==> src/rtl/freq_divider_22khz.sv <==
// Fractional (accumulator) clock divider: toggles clk_22KHz 2*OUT_HZ times per CLK_HZ input
// cycles, so the long-term output frequency is exactly OUT_HZ with at most one cycle of jitter.
module freq_divider_22khz #(
  parameter int CLK_HZ = 27_000_000,
  parameter int OUT_HZ = 22_050
) (
  input  logic clk_27MHz,
  input  logic reset,
  output logic clk_22KHz
);

  // Wide enough for the largest pre-subtraction sum: (CLK_HZ - 1) + 2*OUT_HZ.
  localparam int ACC_W = $clog2(CLK_HZ + 2 * OUT_HZ);
  localparam logic [ACC_W-1:0] STEP  = ACC_W'(2 * OUT_HZ);
  localparam logic [ACC_W-1:0] LIMIT = ACC_W'(CLK_HZ);

  if (OUT_HZ <= 0 || 2 * OUT_HZ > CLK_HZ) begin : g_bad_params
    $error("freq_divider_22khz: need 0 < 2*OUT_HZ <= CLK_HZ (CLK_HZ=%0d OUT_HZ=%0d)",
           CLK_HZ, OUT_HZ);
  end

  logic [ACC_W-1:0] acc;
  logic [ACC_W-1:0] sum;

  // acc stays below CLK_HZ, so this add never wraps at ACC_W bits.
  assign sum = acc + STEP;

  always_ff @(posedge clk_27MHz or posedge reset) begin
    if (reset) begin
      acc       <= '0;
      clk_22KHz <= 1'b0;
    end else if (sum >= LIMIT) begin
      acc       <= sum - LIMIT;
      clk_22KHz <= ~clk_22KHz;
    end else begin
      acc       <= sum;
    end
  end

endmodule

==> config.mk <==
export PLATFORM = sky130hd
export DESIGN_NAME = freq_divider_22khz
export DESIGN_NICKNAME = d
export VERILOG_FILES = /design/src/rtl/freq_divider_22khz.sv
export SDC_FILE = /design/constraint.sdc
export NUM_CORES = 1
export LEC_CHECK = 0
export ABC_AREA = 1
export CAP_MARGIN = 0
export CORE_MARGIN = 2
export CORE_UTILIZATION = 30
export DETAILED_ROUTE_END_ITERATION = 8
export MAX_ROUTING_LAYER = met4
export PLACE_DENSITY = 0.47
export SLEW_MARGIN = 20
export SYNTH_ARGS = -nofsm -noshare
export SYNTH_HDL_FRONTEND = slang
export SYNTH_SLANG_ARGS = --single-unit
==> constraint.sdc <==
create_clock -name clk_27MHz -period 3.08 [get_ports clk_27MHz]
set_clock_uncertainty 0.1 [all_clocks]
set_input_delay 0.462 -clock clk_27MHz [delete_from_list [all_inputs] [get_ports clk_27MHz]]
set_output_delay 0.462 -clock clk_27MHz [all_outputs]
set_load 0.05 [all_outputs]
### After elaboration in Yosys (flattened, before gate mapping)

Index checks and enable logic that the tools add are counted.

| cells by class | value |
|---|---|
| add/subtract/negate cells | 2 |
| $mul | 0 |
| div/mod/pow operators | 0 |
| magnitude comparators | 1 |
| equal/unequal tests | 0 |
| shifts and indexed selects | 0 |
| multiplexer cells | 1 |
| bitwise operators | 1 |
| reductions and logical operators | 0 |

Operators by type and width:

| kind | count |
|---|---|
| $add 25x16->25 const B | 1 |
| $ge 25x25->1 const B | 1 |
| $mux 25 | 1 |
| $sub 25x25->25 const B | 1 |
| $not 1->1 | 1 |

| word-level totals | value |
|---|---|
| flip-flop bits (word level) | 26 |
| latch bits | 0 |
| bits in writable memories | 0 |
| bits in read-only memories | 0 |
| output and inout bits | 1 |
| word-level logic and storage cells | 7 |
| memories kept | 0 |

### Depth between registers and ports, before layout

| depth | value |
|---|---|
| depth after elaboration | 3 |
| depth in mapped cells | 18 |

### Least setup slack after synthesis

No wires, ideal clock.

| timing path | value |
|---|---|
| kind | register to register |
| from | reg acc[2] |
| to | reg acc[20] |
| data arrival time | 1.929 ns |
| slack | 0.934 ns |
| cell stages (with the launch flop) | 18 |
| path buffers | 1 |
| clock period less this slack | 2.146 ns |
| cells stage by stage | dfrtp_1 -> ha_1 -> nand2_1 -> nor2_2 -> nand2_1 -> nand2_1 -> nand2_1 -> nand2_1 -> nand3_1 -> nor2_1 -> nand2_1 -> nor2_1 -> nand3_2 -> nand2_2 -> inv_2 -> buf_6 -> nand3_1 -> nand2_1 |

| between the ends | value |
|---|---|
| longest elaborated chain between the ends | 3 |
| elaborated cells between the ends (all ways) | 4 |
| those cells by class | 2 x add/sub; 1 x order compare; 1 x mux |

RTL lines:

| item | line | RTL |
|---|---|---|
| from (decl) | 22 | `logic [ACC_W-1:0] acc;` |
| from (signal assigned) | 33 | `acc <= sum - LIMIT;` |
| from (signal assigned) | 36 | `acc <= sum;` |
| $add 25x16->25 * | 26 | `assign sum = acc + STEP;` |
| $sub 25x25->25 or $ge 25x25->1 (tied branches) | 33, 32 |  |
| $mux 25 * | 32 | `end else if (sum >= LIMIT) begin` |

Mark *: on every way between the ends. The rest lies on a longest branch, timed or not.
A chain may end at the register's enable or synchronous reset.

### Worst setup path in the final report

| timing path | value |
|---|---|
| from | reg acc[2] |
| to | reg acc[15] |

Same word-level chain as after synthesis.

==> summary.md <==
| Metric | Value |
|---|---|
| Die height | 95.20 um |
| Buffer levels on the longest clock path | 2 |
| Status | finished clean |
| Worst path cell trace | ha_1 > nand2_1 > nor2_2 > nand2_1 > nand2_1 > nand2_1 > nand3_1 > nand2_1 > inv_1 > nand2_1 > nor2_4 > nand3_4 > nand3_4 > nand2_1 > nand2_1 |
| Data required time of the critical path | 3.19 ns |
| Kind of capture point of the worst setup path | flop |
| Final critical-path setup slack | 0.3970 ns |
| Post-Syn Nets | 442 |
| FF+latch count, synth | 24 |
| Die width | 95.20 um |
| Post-Layout Cell Count | 547 |
| Core ar. | 8134 sq um |
| Post-placement cell count | 543 |
| Part of the cycle the worst path needs | 87.11% |
| Max VDD drop | 0.1312 mV |
| Critical path type | reg -> reg |
| Clock transition at the registers of the reported paths | 0.10 ns |
| Family with the most delay on the worst path | simple AND/OR/NAND/NOR gates |
| Post-synthesis instance area | 2495 sq um |
| Startpoint kind of the worst setup timing path | flop |
| Global-route total usage across every layer | 18.64% |
| Final antenna-violating net count | 0 |
| Total congestion overflow | 0 |
| Count of cells resized by post-cts repair | 0 |
| Number of post-CTS setup repair buffers | 0 |
| Proportion of layout cells with a drive suffix above 1 | 9.502% |
| Maximum single-stage delay on the critical path | 0.39 ns |
| Detailed Place HPWL | 6053 um |
| Number of buffers and inverters on the critical path | 1 |
| Initial core utilization | 30.67% |
| Row Count | 33 |
| Power per cell area | 226.6 nW/um^2 |
| Vias | 2601 |
| Total number of nets in the final design | 447 |
| Average wire per standard cell | 13.41 um |
| Critical path arrival | 2.80 ns |
| Vias per Instance | 4.755 |
| CTS H-tree lvls | 1 |
| RSZ-0062 raised after global routing | false |
| Antenna Cells | 0 |
| DRC violation count after routing | 0 |
| Clock tree from TritonCTS | yes |
| Portion of the post-synthesis area used by sequential elements | 24.07% |
| Largest net degree at the start of global routing | 25 |
| Port bufs | 2 |
| Total wire length after detailed routing | 7337 um |
| Highest net fanout along the worst path | 18 |
| Total of hold buffers inserted after clock tree synthesis | 0 |
| DR iter-0 viols | 176 |
| Worst path slowest cell | sky130_fd_sc_hd__dfrtp_1 |
| Area growth, synth to finish | 8.124% |
| Cells on worst reg2reg path | 15 |
| Worst-Skew Late Latency | 0.28 ns |
| Average cell area after synthesis | 5.696 sq um |
| IO Pins | 3 |
| Cell variety after synth | 22 |
| Vias in the first global route | 2529 |
| Die area | 9062 sq um |
| Leakage power of the design | 0.001380 uW |
| Actual transition at the worst max-transition pin | 0.4923 ns |
| Max-slew violation total from the final report | 0 |
| Final Power | 611.2 uW |
| Router iterations before antenna repair | 4 |
| Peak clock frequency supported by timing | 372.7 MHz |
| Final setup violation count | 0 |
| Number of synthesis warnings | 0 |
| Routability congestion estimate | 0.8223 |
| Critical path depth | 15 |
| Worst hold path depth | 1 |
| Tmin final | 2.683 ns |
| Most frequent CP cell | sky130_fd_sc_hd__nand2_1 |
| Synthesized instance count | 438 |
| Antenna violations before repair | 0 |
| Worst Hold Class | reg -> reg |
| Pre-CTS WS | 0.4233 ns |
| Number of violations of the max-capacitance limit | 0 |
| Clock root buffer | sky130_fd_sc_hd__clkbuf_8 |
| Worst hold-check slack | 0.3667 ns |
| Number of buffers created by CTS | 3 |
| Wire length of the first global-routing pass | 12560 um |
| Setup TNS after final layout | 0 ns |
| Worst rel slew slack | 67.08% |
| Reg-to-reg slack, setup | 0.40 ns |
| Count of endpoints failing hold in the final timing report | 0 |
| Number of clock sinks | 24 |
[where the power goes]
| group | switching (uW) | internal [uW] | total, uW |
|---|---|---|---|
| combinational | 6.74 | 2.03 | 8.77 |
| clock | 114 | 174 | 288 |
| sequential | 0 | 315 | 315 |
[sequential cells by signal, summed over array words and instances, names as in the netlist]
name / cells
acc: 23
clk_22KHz: 1
[per-layer routing]
| layer | share of wire (%) | track usage (%) | vias to the layer above |
|---|---|---|---|
| met5 | 0 | - | - |
| met2 | 43 | 28.81 | 56 |
| li1 | - | - | 1374 |
| met4 | 1.8 | 5.072 | 0 |
| met3 | 5.1 | 1.028 | 9 |
| met1 | 50 | 26.48 | 1162 |
[worst paths after layout]
check                            start       to
worst max-delay path            acc[2]  acc[15]
worst min-delay path            acc[2]   acc[2]
worst max register to register  acc[2]  acc[15]
worst min register to register  acc[2]   acc[2]
max in group asynchronous        reset  acc[18]
min in group asynchronous        reset   acc[3]
[synth_stat cells]
| cell | count | area (sq um) |
|---|---|---|
| sky130_fd_sc_hd__nor2_1 | 48 | 180.2 |
| sky130_fd_sc_hd__nand3b_1 | 3 | 22.52 |
| sky130_fd_sc_hd__and2_1 | 1 | 6.260 |
| sky130_fd_sc_hd__or2_2 | 1 | 6.260 |
| sky130_fd_sc_hd__nand3_2 | 4 | 40.04 |
| sky130_fd_sc_hd__nand3_1 | 70 | 350.3 |
| sky130_fd_sc_hd__a21boi_0 | 1 | 7.510 |
| sky130_fd_sc_hd__ha_1 | 2 | 25.02 |
| sky130_fd_sc_hd__xor2_1 | 11 | 96.34 |
| sky130_fd_sc_hd__a21oi_1 | 3 | 15.01 |
| sky130_fd_sc_hd__dfrtp_1 | 24 | 600.6 |
| sky130_fd_sc_hd__nand3_4 | 2 | 35.03 |
| sky130_fd_sc_hd__nand4_1 | 6 | 37.54 |
| sky130_fd_sc_hd__or2_1 | 1 | 6.260 |
| sky130_fd_sc_hd__nor2_4 | 3 | 33.78 |
| sky130_fd_sc_hd__buf_6 | 2 | 22.52 |
| sky130_fd_sc_hd__inv_2 | 8 | 30.03 |
| sky130_fd_sc_hd__inv_1 | 48 | 180.2 |
| sky130_fd_sc_hd__nand2_2 | 9 | 56.30 |
| sky130_fd_sc_hd__nand2_1 | 180 | 675.7 |
| sky130_fd_sc_hd__nor2_2 | 10 | 62.56 |
| sky130_fd_sc_hd__buf_2 | 1 | 5.000 |
[cells by family after synthesis]
family | share of synthesized area, %
AO/OA/AOI/OAI | 0.9026
XOR/XNOR | 3.861
flip-flops | 24.07
AND/OR/NAND/NOR | 60.63
adder cells (fa/ha/maj) | 1.003
buffers and inverters | 9.528
[through the flow]
| stage | util, % | area (sq um) |
|---|---|---|
| after floorplan | - | 2495 |
| after global placement | 32.29 | 2626 |
| after detailed placement | 32.29 | 2626 |
| after CTS | 33.16 | 2698 |
| after global routing | 33.16 | 2698 |
| final | 33.16 | 2698 |
[cell type report]
cell class                 instances  area (sq um)
tap                              105         131.4
inverter                          56         210.2
clock inverter                     1         30.03
clock buffer                       3         41.29
multi-input combinational        355          1657
timing repair buffer               3         27.53
sequential                        24         600.6
fill                             924          5436
[layout by cell type (no fill, tap or decap)]
master,synthesis,routed
sky130_fd_sc_hd__or2_1,1,1
sky130_fd_sc_hd__buf_4,0,1
sky130_fd_sc_hd__nand2_2,9,9
sky130_fd_sc_hd__nor2_4,3,3
sky130_fd_sc_hd__inv_2,8,8
sky130_fd_sc_hd__nand3_4,2,2
sky130_fd_sc_hd__clkbuf_8,0,3
sky130_fd_sc_hd__nand3b_1,3,3
sky130_fd_sc_hd__and2_1,1,1
sky130_fd_sc_hd__or2_2,1,1
sky130_fd_sc_hd__nand3_1,70,70
sky130_fd_sc_hd__ha_1,2,2
sky130_fd_sc_hd__bufinv_16,0,1
sky130_fd_sc_hd__a21oi_1,3,3
sky130_fd_sc_hd__nor2_1,48,48
sky130_fd_sc_hd__nand3_2,4,4
sky130_fd_sc_hd__xor2_1,11,11
sky130_fd_sc_hd__clkdlybuf4s50_1,0,2
sky130_fd_sc_hd__nor2_2,10,10
sky130_fd_sc_hd__a21boi_0,1,1
sky130_fd_sc_hd__nand2_1,180,180
sky130_fd_sc_hd__dfrtp_1,24,24
sky130_fd_sc_hd__nand4_1,6,6
sky130_fd_sc_hd__inv_1,48,48
Note: power is estimated with default switching activity, not from simulation.
